<file path="src/rtl/adder_pkg.sv">
// Constants and state encoding shared by the 400-bit adder datapath, its control FSM
// and the sum serializer downstream of it.
package adder_pkg;

    localparam int WIDTH  = 400;
    localparam int BYTE_W = 8;
    localparam int NBYTES = WIDTH / BYTE_W;

    typedef enum logic [1:0] {
        IDLE = 2'd0,
        SKIP = 2'd1,
        SEND = 2'd2
    } ser_state_e;

endpackage

</file>
<file path="src/rtl/sum_byte_serializer.sv">
// Captures the adder sum on done and streams it MSB-first as bytes over valid/ready.
// Optional macro SUM_SER_LZ_SKIP_EN drops leading zero bytes (byte 0 is always sent).
module sum_byte_serializer #(
    parameter int WIDTH  = adder_pkg::WIDTH,
    parameter int BYTE_W = adder_pkg::BYTE_W
) (
    input  logic              clk,
    input  logic              rst,
    input  logic              load,
    input  logic [WIDTH-1:0]  din,
    output logic [BYTE_W-1:0] out_data,
    output logic              out_valid,
    input  logic              out_ready,
    output logic              out_last,
    output logic              busy,
    output logic              overrun
);
    localparam int NBYTES = WIDTH / BYTE_W;
    localparam int CNT_W  = $clog2(NBYTES);
    localparam logic [CNT_W-1:0] CNT_INIT = CNT_W'(NBYTES - 1);

    import adder_pkg::*;

    ser_state_e        state_q, state_d;
    logic [WIDTH-1:0]  shift_q, shift_d;
    logic [CNT_W-1:0]  cnt_q, cnt_d;
    logic              overrun_q;
    logic              xfer;

    assign xfer = out_valid && out_ready;

    // Next-state logic: cnt counts remaining bytes after the one on the output, so the
    // cnt==0 guard ends the stream before the counter could ever wrap.
    always_comb begin
        state_d = state_q;
        shift_d = shift_q;
        cnt_d   = cnt_q;
        case (state_q)
            IDLE: begin
                if (load) begin
                    shift_d = din;
                    cnt_d   = CNT_INIT;
`ifdef SUM_SER_LZ_SKIP_EN
                    state_d = SKIP;
`else
                    state_d = SEND;
`endif
                end
            end
`ifdef SUM_SER_LZ_SKIP_EN
            SKIP: begin
                if (shift_q[WIDTH-1 -: BYTE_W] == '0 && cnt_q != '0) begin
                    shift_d = shift_q << BYTE_W;
                    cnt_d   = cnt_q - CNT_W'(1);
                end else begin
                    state_d = SEND;
                end
            end
`endif
            SEND: begin
                if (xfer) begin
                    if (cnt_q != '0) begin
                        shift_d = shift_q << BYTE_W;
                        cnt_d   = cnt_q - CNT_W'(1);
                    end else begin
                        state_d = IDLE;
                    end
                end
            end
            default: state_d = IDLE;
        endcase
    end

    // Any load seen outside IDLE is dropped and flagged one cycle later.
    always_ff @(posedge clk) begin
        if (rst) begin
            state_q   <= IDLE;
            shift_q   <= '0;
            cnt_q     <= '0;
            overrun_q <= 1'b0;
        end else begin
            state_q   <= state_d;
            shift_q   <= shift_d;
            cnt_q     <= cnt_d;
            overrun_q <= load && (state_q != IDLE);
        end
    end

    assign out_valid = (state_q == SEND);
    assign out_data  = out_valid ? shift_q[WIDTH-1 -: BYTE_W] : '0;
    assign out_last  = out_valid && (cnt_q == '0);
    assign busy      = (state_q != IDLE);
    assign overrun   = overrun_q;

endmodule

</file>
<file path="config.mk">
export PLATFORM = sky130hd
export DESIGN_NAME = sum_byte_serializer
export DESIGN_NICKNAME = d
export VERILOG_FILES = /design/src/rtl/adder_pkg.sv /design/src/rtl/sum_byte_serializer.sv
export SDC_FILE = /design/constraint.sdc
export NUM_CORES = 1
export LEC_CHECK = 0
export BUFFER_PORTS_ARGS = -buffer_cell sky130_fd_sc_hd__buf_4
export CORE_MARGIN = 5
export CORE_UTILIZATION = 55
export DETAILED_ROUTE_END_ITERATION = 10
export PLACE_DENSITY = 0.79
export SYNTH_ARGS = -nofsm -noshare
export SYNTH_HDL_FRONTEND = slang
export SYNTH_SLANG_ARGS = --single-unit
</file>
<file path="constraint.sdc">
create_clock -name clk -period 2.3 [get_ports clk]
set_clock_uncertainty 0.1 [all_clocks]
set_input_delay 0.46 -clock clk [delete_from_list [all_inputs] [get_ports clk]]
set_output_delay 0.46 -clock clk [all_outputs]
set_load 0.1 [all_outputs]
</file>
# --- Word level (Yosys, flattened, before mapping) ---
# Index checks and enable logic that the tools add are counted.
word_totals:
  register_bits: 409
  in_bits: 404
  out_inout_bits: 12
  wordCells: 33
classes:
  n_addsub: 1
  n_eq_ne: 5
  n_mux: 13
  reduce_logical: 10
ops:
  columns: ["op", "count"]
  rows:
  - ["2-to-1 mux 400 bit", 3]
  - ["one-hot mux 400 bit (2 select lines)", 1]
  - ["2-to-1 mux 6 bit", 3]
  - ["one-hot mux 6 bit (2 select lines)", 1]
  - ["2-to-1 mux 8 bit", 1]
  - ["logical NOT 6 bit", 1]
  - ["2-to-1 mux 2 bit", 3]
  - ["nonzero test 6 bit", 1]
  - ["subtractor 6 x 1 -> 6 bit (second input constant)", 1]
  - ["inequality test 2 x 1 -> 1 bit (second input constant)", 2]
  - ["inequality test 2 bit (second input constant)", 2]
  - ["one-hot mux 2 bit (2 select lines)", 1]
  - ["AND reduction 4 bit", 1]
  - ["nonzero test 2 bit", 2]
  - ["logical AND 1 bit", 3]
  - ["AND reduction 3 bit", 1]
  - ["== test 2 bit (second input constant)", 1]
  - ["logical NOT 2 bit", 1]

# --- Longest topological paths before layout ---
depth:
  depth_word: 4
  ltp_mapped: 8
  ltp_nobuf: 5

# --- Least setup slack after synthesis ---
# No wires, ideal clock.
synth_timing:
  path_kind: "flip-flop to output port"
  start: "register state_q[1]"
  end: "output port out_data[0]"
  arrival_time_ns: 2.542
  slack_ns: -0.802
  stages_incl_launch_ff: 6
  n_path_buf: 4
  path_cell_list: "dfxtp_1 buf_2 buf_4 buf_4 clkbuf_1 and2_1"
synth_via:
  elab_chain_cells: 2
synth_lines:
  columns: ["item", "line_no", "source"]
  rows:
  - ["start, declared", "sum_byte_serializer.sv:24", "ser_state_e state_q, state_d;"]
  - ["start signal, assigned", "sum_byte_serializer.sv:82", "state_q <= state_d;"]
  - ["== test 2 bit", "sum_byte_serializer.sv:89", "assign out_valid = (state_q == SEND);"]
  - ["2-to-1 mux 8 bit", "sum_byte_serializer.sv:90", "assign out_data = out_valid ? shift_q[WIDTH-1 -: BYTE_W] : '0;"]
  - ["end, declared", "sum_byte_serializer.sv:11", "output logic [BYTE_W-1:0] out_data,"]
# No other way between the ends.

# --- Worst setup path after layout ---
layout_timing:
  start: "register state_q[1]"
  end: "output port out_valid"
layout_via:
  elab_chain_cells: 1
layout_lines:
  columns: ["item", "line_no", "source"]
  rows:
  - ["== test 2 bit", "sum_byte_serializer.sv:89", null]
  - ["end, declared", "sum_byte_serializer.sv:12", "output logic out_valid,"]
# No other way between the ends.

==> results.sh <==
export IMPL_drcViolationCount=0
export IMPL_grt_overflow=0
export IMPL_final_cells=2671
export IMPL_ioPinCount=416
export IMPL_cts_tree="built"
export IMPL_fin_setup_tns_ns=0
export IMPL_die_area_mm2=0.0400
export IMPL_n_fill_cell=2625
export IMPL_slew_limit_headroom_pct=61.6
export IMPL_multi_input_area_mm2=0.0107
export IMPL_p_clk_share_pct=35.8
export IMPL_fmax_ghz=0.445
export IMPL_cp_end_kind="output pin"
export IMPL_p_seq_share_pct=40.9
export IMPL_placed_cell_area_mm2=0.0233
export IMPL_antenna_found_initial=5
export IMPL_post_route_cell_area_mm2=0.0250
export IMPL_ys_ff_latch=408
export IMPL_worst_ep_arrival_time_ns=1.69
export IMPL_wire_per_inst_um=18.9
export IMPL_ys_warn_count=0
export IMPL_post_synth_top_area_cell="dfxtp_1"
export IMPL_clockBufferDepth=3
export IMPL_coreArea_mm2=0.0356
export IMPL_cap_viol_max_count=0
export IMPL_period_share_pct=97.6
export IMPL_tightest_slew_ns=0.576
export IMPL_p_leak_nw=9.99
export IMPL_dp_cells=2583
export IMPL_hp_class="input pin to flip-flop"
export IMPL_critical_path_class="flip-flop to output pin"
export IMPL_htree_num_levels=2
export IMPL_hold_viol_final=0
export IMPL_setup_slack_ns=0.0547
export IMPL_peakVddDrop_v=0.000676
export IMPL_drt_wl_total_mm=50.5
export IMPL_fp_row_count=69
export IMPL_area_growth_syn_to_layout_pct=26.2
export IMPL_cts_clk_slew_worst_paths_ns=0.06
export IMPL_setup_violations_final=0
export IMPL_initial_core_util_pct=55.8
export IMPL_yosysTopAreaCellShare_pct=41.2
export IMPL_gp_congestion=0.855
export IMPL_nNetsFinal=2578
export IMPL_port_buffers=415
export IMPL_seq_area_mm2=0.00817
export IMPL_rsz0062_at_grt="true"
export IMPL_synth_area_leaders="dfxtp_1 41%, a211oi_2 24%, mux2i_1 20%"
export IMPL_synthCells=1838
export IMPL_dpl_worst_slack_ns=0.168
export IMPL_min_period_ns=2.25
export IMPL_netlist_area_mm2=0.0198
export IMPL_drv_slew=0
export IMPL_outcome="finished, final reports clean"
export IMPL_numCtsBuffers=45
export IMPL_die_h_um=200
export IMPL_p_int_mw=14.7
export IMPL_path_max_fanout=65
export IMPL_r2r_setup_slack_ns=0.22
export IMPL_holdWs_ns=0.0939
export IMPL_power_density_mw_per_mm2=828
export IMPL_syn_nets=2244
export IMPL_vias=14864
export IMPL_drt_vias_per_instance=5.56
export IMPL_synth_seq_area_share_pct=41.2
export IMPL_netSwitchingFraction_pct=29.1
export IMPL_antenna_left=0
export IMPL_grt_use_total_pct=23.9
export IMPL_dp_hpwl_mm=35.9
export IMPL_drtIter0Drc=641
export IMPL_clock_latency_ns=0.56
export IMPL_grt_pass1_vias=15176
export IMPL_clkSinkCount=408
export IMPL_die_x_um=200
export IMPL_root_buffer="clkbuf_16"
export IMPL_grt_start_max_net_pins=127
export IMPL_syn_avg_cell_area_um2=10.8
export IMPL_drive_gt1_share_pct=42.7
export IMPL_p_sw_mw=6.03
export IMPL_drt_pass1_iterations=5
export IMPL_grt_pass1_wl_mm=77.7
export IMPL_ys_types=28
export IMPL_combPwrFrac_pct=23.3
export IMPL_worst_ep_required_time_ns=1.74
export IMPL_startpoint_type="flip-flop"
[flip-flops by register name (all words and copies together) (netlist names)]
name / cells
shift_q: 400
overrun: 1
state_q: 1
cnt_q: 6
[power groups by stage]
stage,clock network [mW],logic (mW),registers (mW)
floorplan,0,3.63,8.47
global placement,0,4.62,8.59
detailed placement,0,4.77,8.62
CTS,7.57,4.83,8.48
global route,7.87,5.26,8.59
finish,7.43,4.82,8.49
[critical path: stages, from the launching register on]
cell and delay (ns):
dfxtp_4 0.43, buf_16 0.40, buf_8 0.26
[final cells by class]
class | count | share of cell area (%)
inverters | 8 | 0.120
multi-input cells | 1240 | 42.7
clock inverters | 20 | 0.880
diodes | 2 | 0.0200
flip-flops and latches | 408 | 32.6
clock buffers | 63 | 5.34
well taps | 461 | 2.30
repair buffers | 469 | 16.0
[metrics by stage]
step	power (mW)	utilization, %
2_1_floorplan	12.1	-
3_3_place_gp	13.2	65.6
3_5_place_dp	13.4	65.6
4_1_cts	20.9	70.2
5_1_grt	21.7	70.4
6_report	20.7	70.4
[routing by layer]
metal  track usage [%]  part of all wire (%)
met1              30.2                    42
met2              39.5                    48
met5                 0                 0.073
met4              8.00                   3.3
met3              6.98                   7.5
[synth_stat cells (all sizes together)]
master,n
dfxtp,408
a211oi,393
mux2i,393
nor2,393
buf,125
clkbuf,57
nand3,14
a21oi,11
nand2,10
and2,8
inv,8
nor4,3
ha,2
o32ai,2
a211o,1
a31o,1
a31oi,1
a32oi,1
and3,1
nand4,1
nor2b,1
nor3,1
o211a,1
o221a,1
o31ai,1
[cell usage in the layout (no fill, tap or decap), types with 3 or more instances in the layout]
master / count
nand2_1: 10
dfxtp_1: 407
buf_6: 8
a211oi_2: 380
nor4_1: 3
and2_4: 8
inv_1: 6
nor2_1: 393
buf_12: 29
a211oi_1: 13
clkbuf_1: 6
buf_8: 3
clkbuf_16: 48
clkinv_2: 10
a21oi_1: 11
buf_4: 424
clkbuf_8: 10
nand3_1: 13
mux2i_1: 393
buf_16: 3
bufinv_16: 4
[worst paths after layout]
| kind | end | from | cells after the start |
|---|---|---|---|
| worst max-delay path | out_valid | state_q[1]$_SDFFE_PP0P_ | 2 |
| worst min-delay path | overrun$_SDFF_PP0_ | load | 2 |
| worst max register to register | shift_q[262]$_SDFFE_PP0P_ | cnt_q[2]$_SDFFE_PP0P_ | 6 |
| worst min register to register | shift_q[6]$_SDFFE_PP0P_ | shift_q[6]$_SDFFE_PP0P_ | 2 |
[logic make-up after synthesis]
group / share of synthesized area [%]
compound gates: 25.1
fa+ha+maj: 0.126
flops: 41.2
mux: 19.8
buf+inv: 5.25
simple gates: 8.47
[what timing repair did]
action,4_1_cts,5_1_grt
cloned,0,1
setup buffers,0,1
hold buffers,1,0
pin swaps,1,1
endpoints found under the hold margin,1,0
gates resized for setup,20,5
endpoints found under the setup margin,11,13
Power figures use the tool's default switching activity.
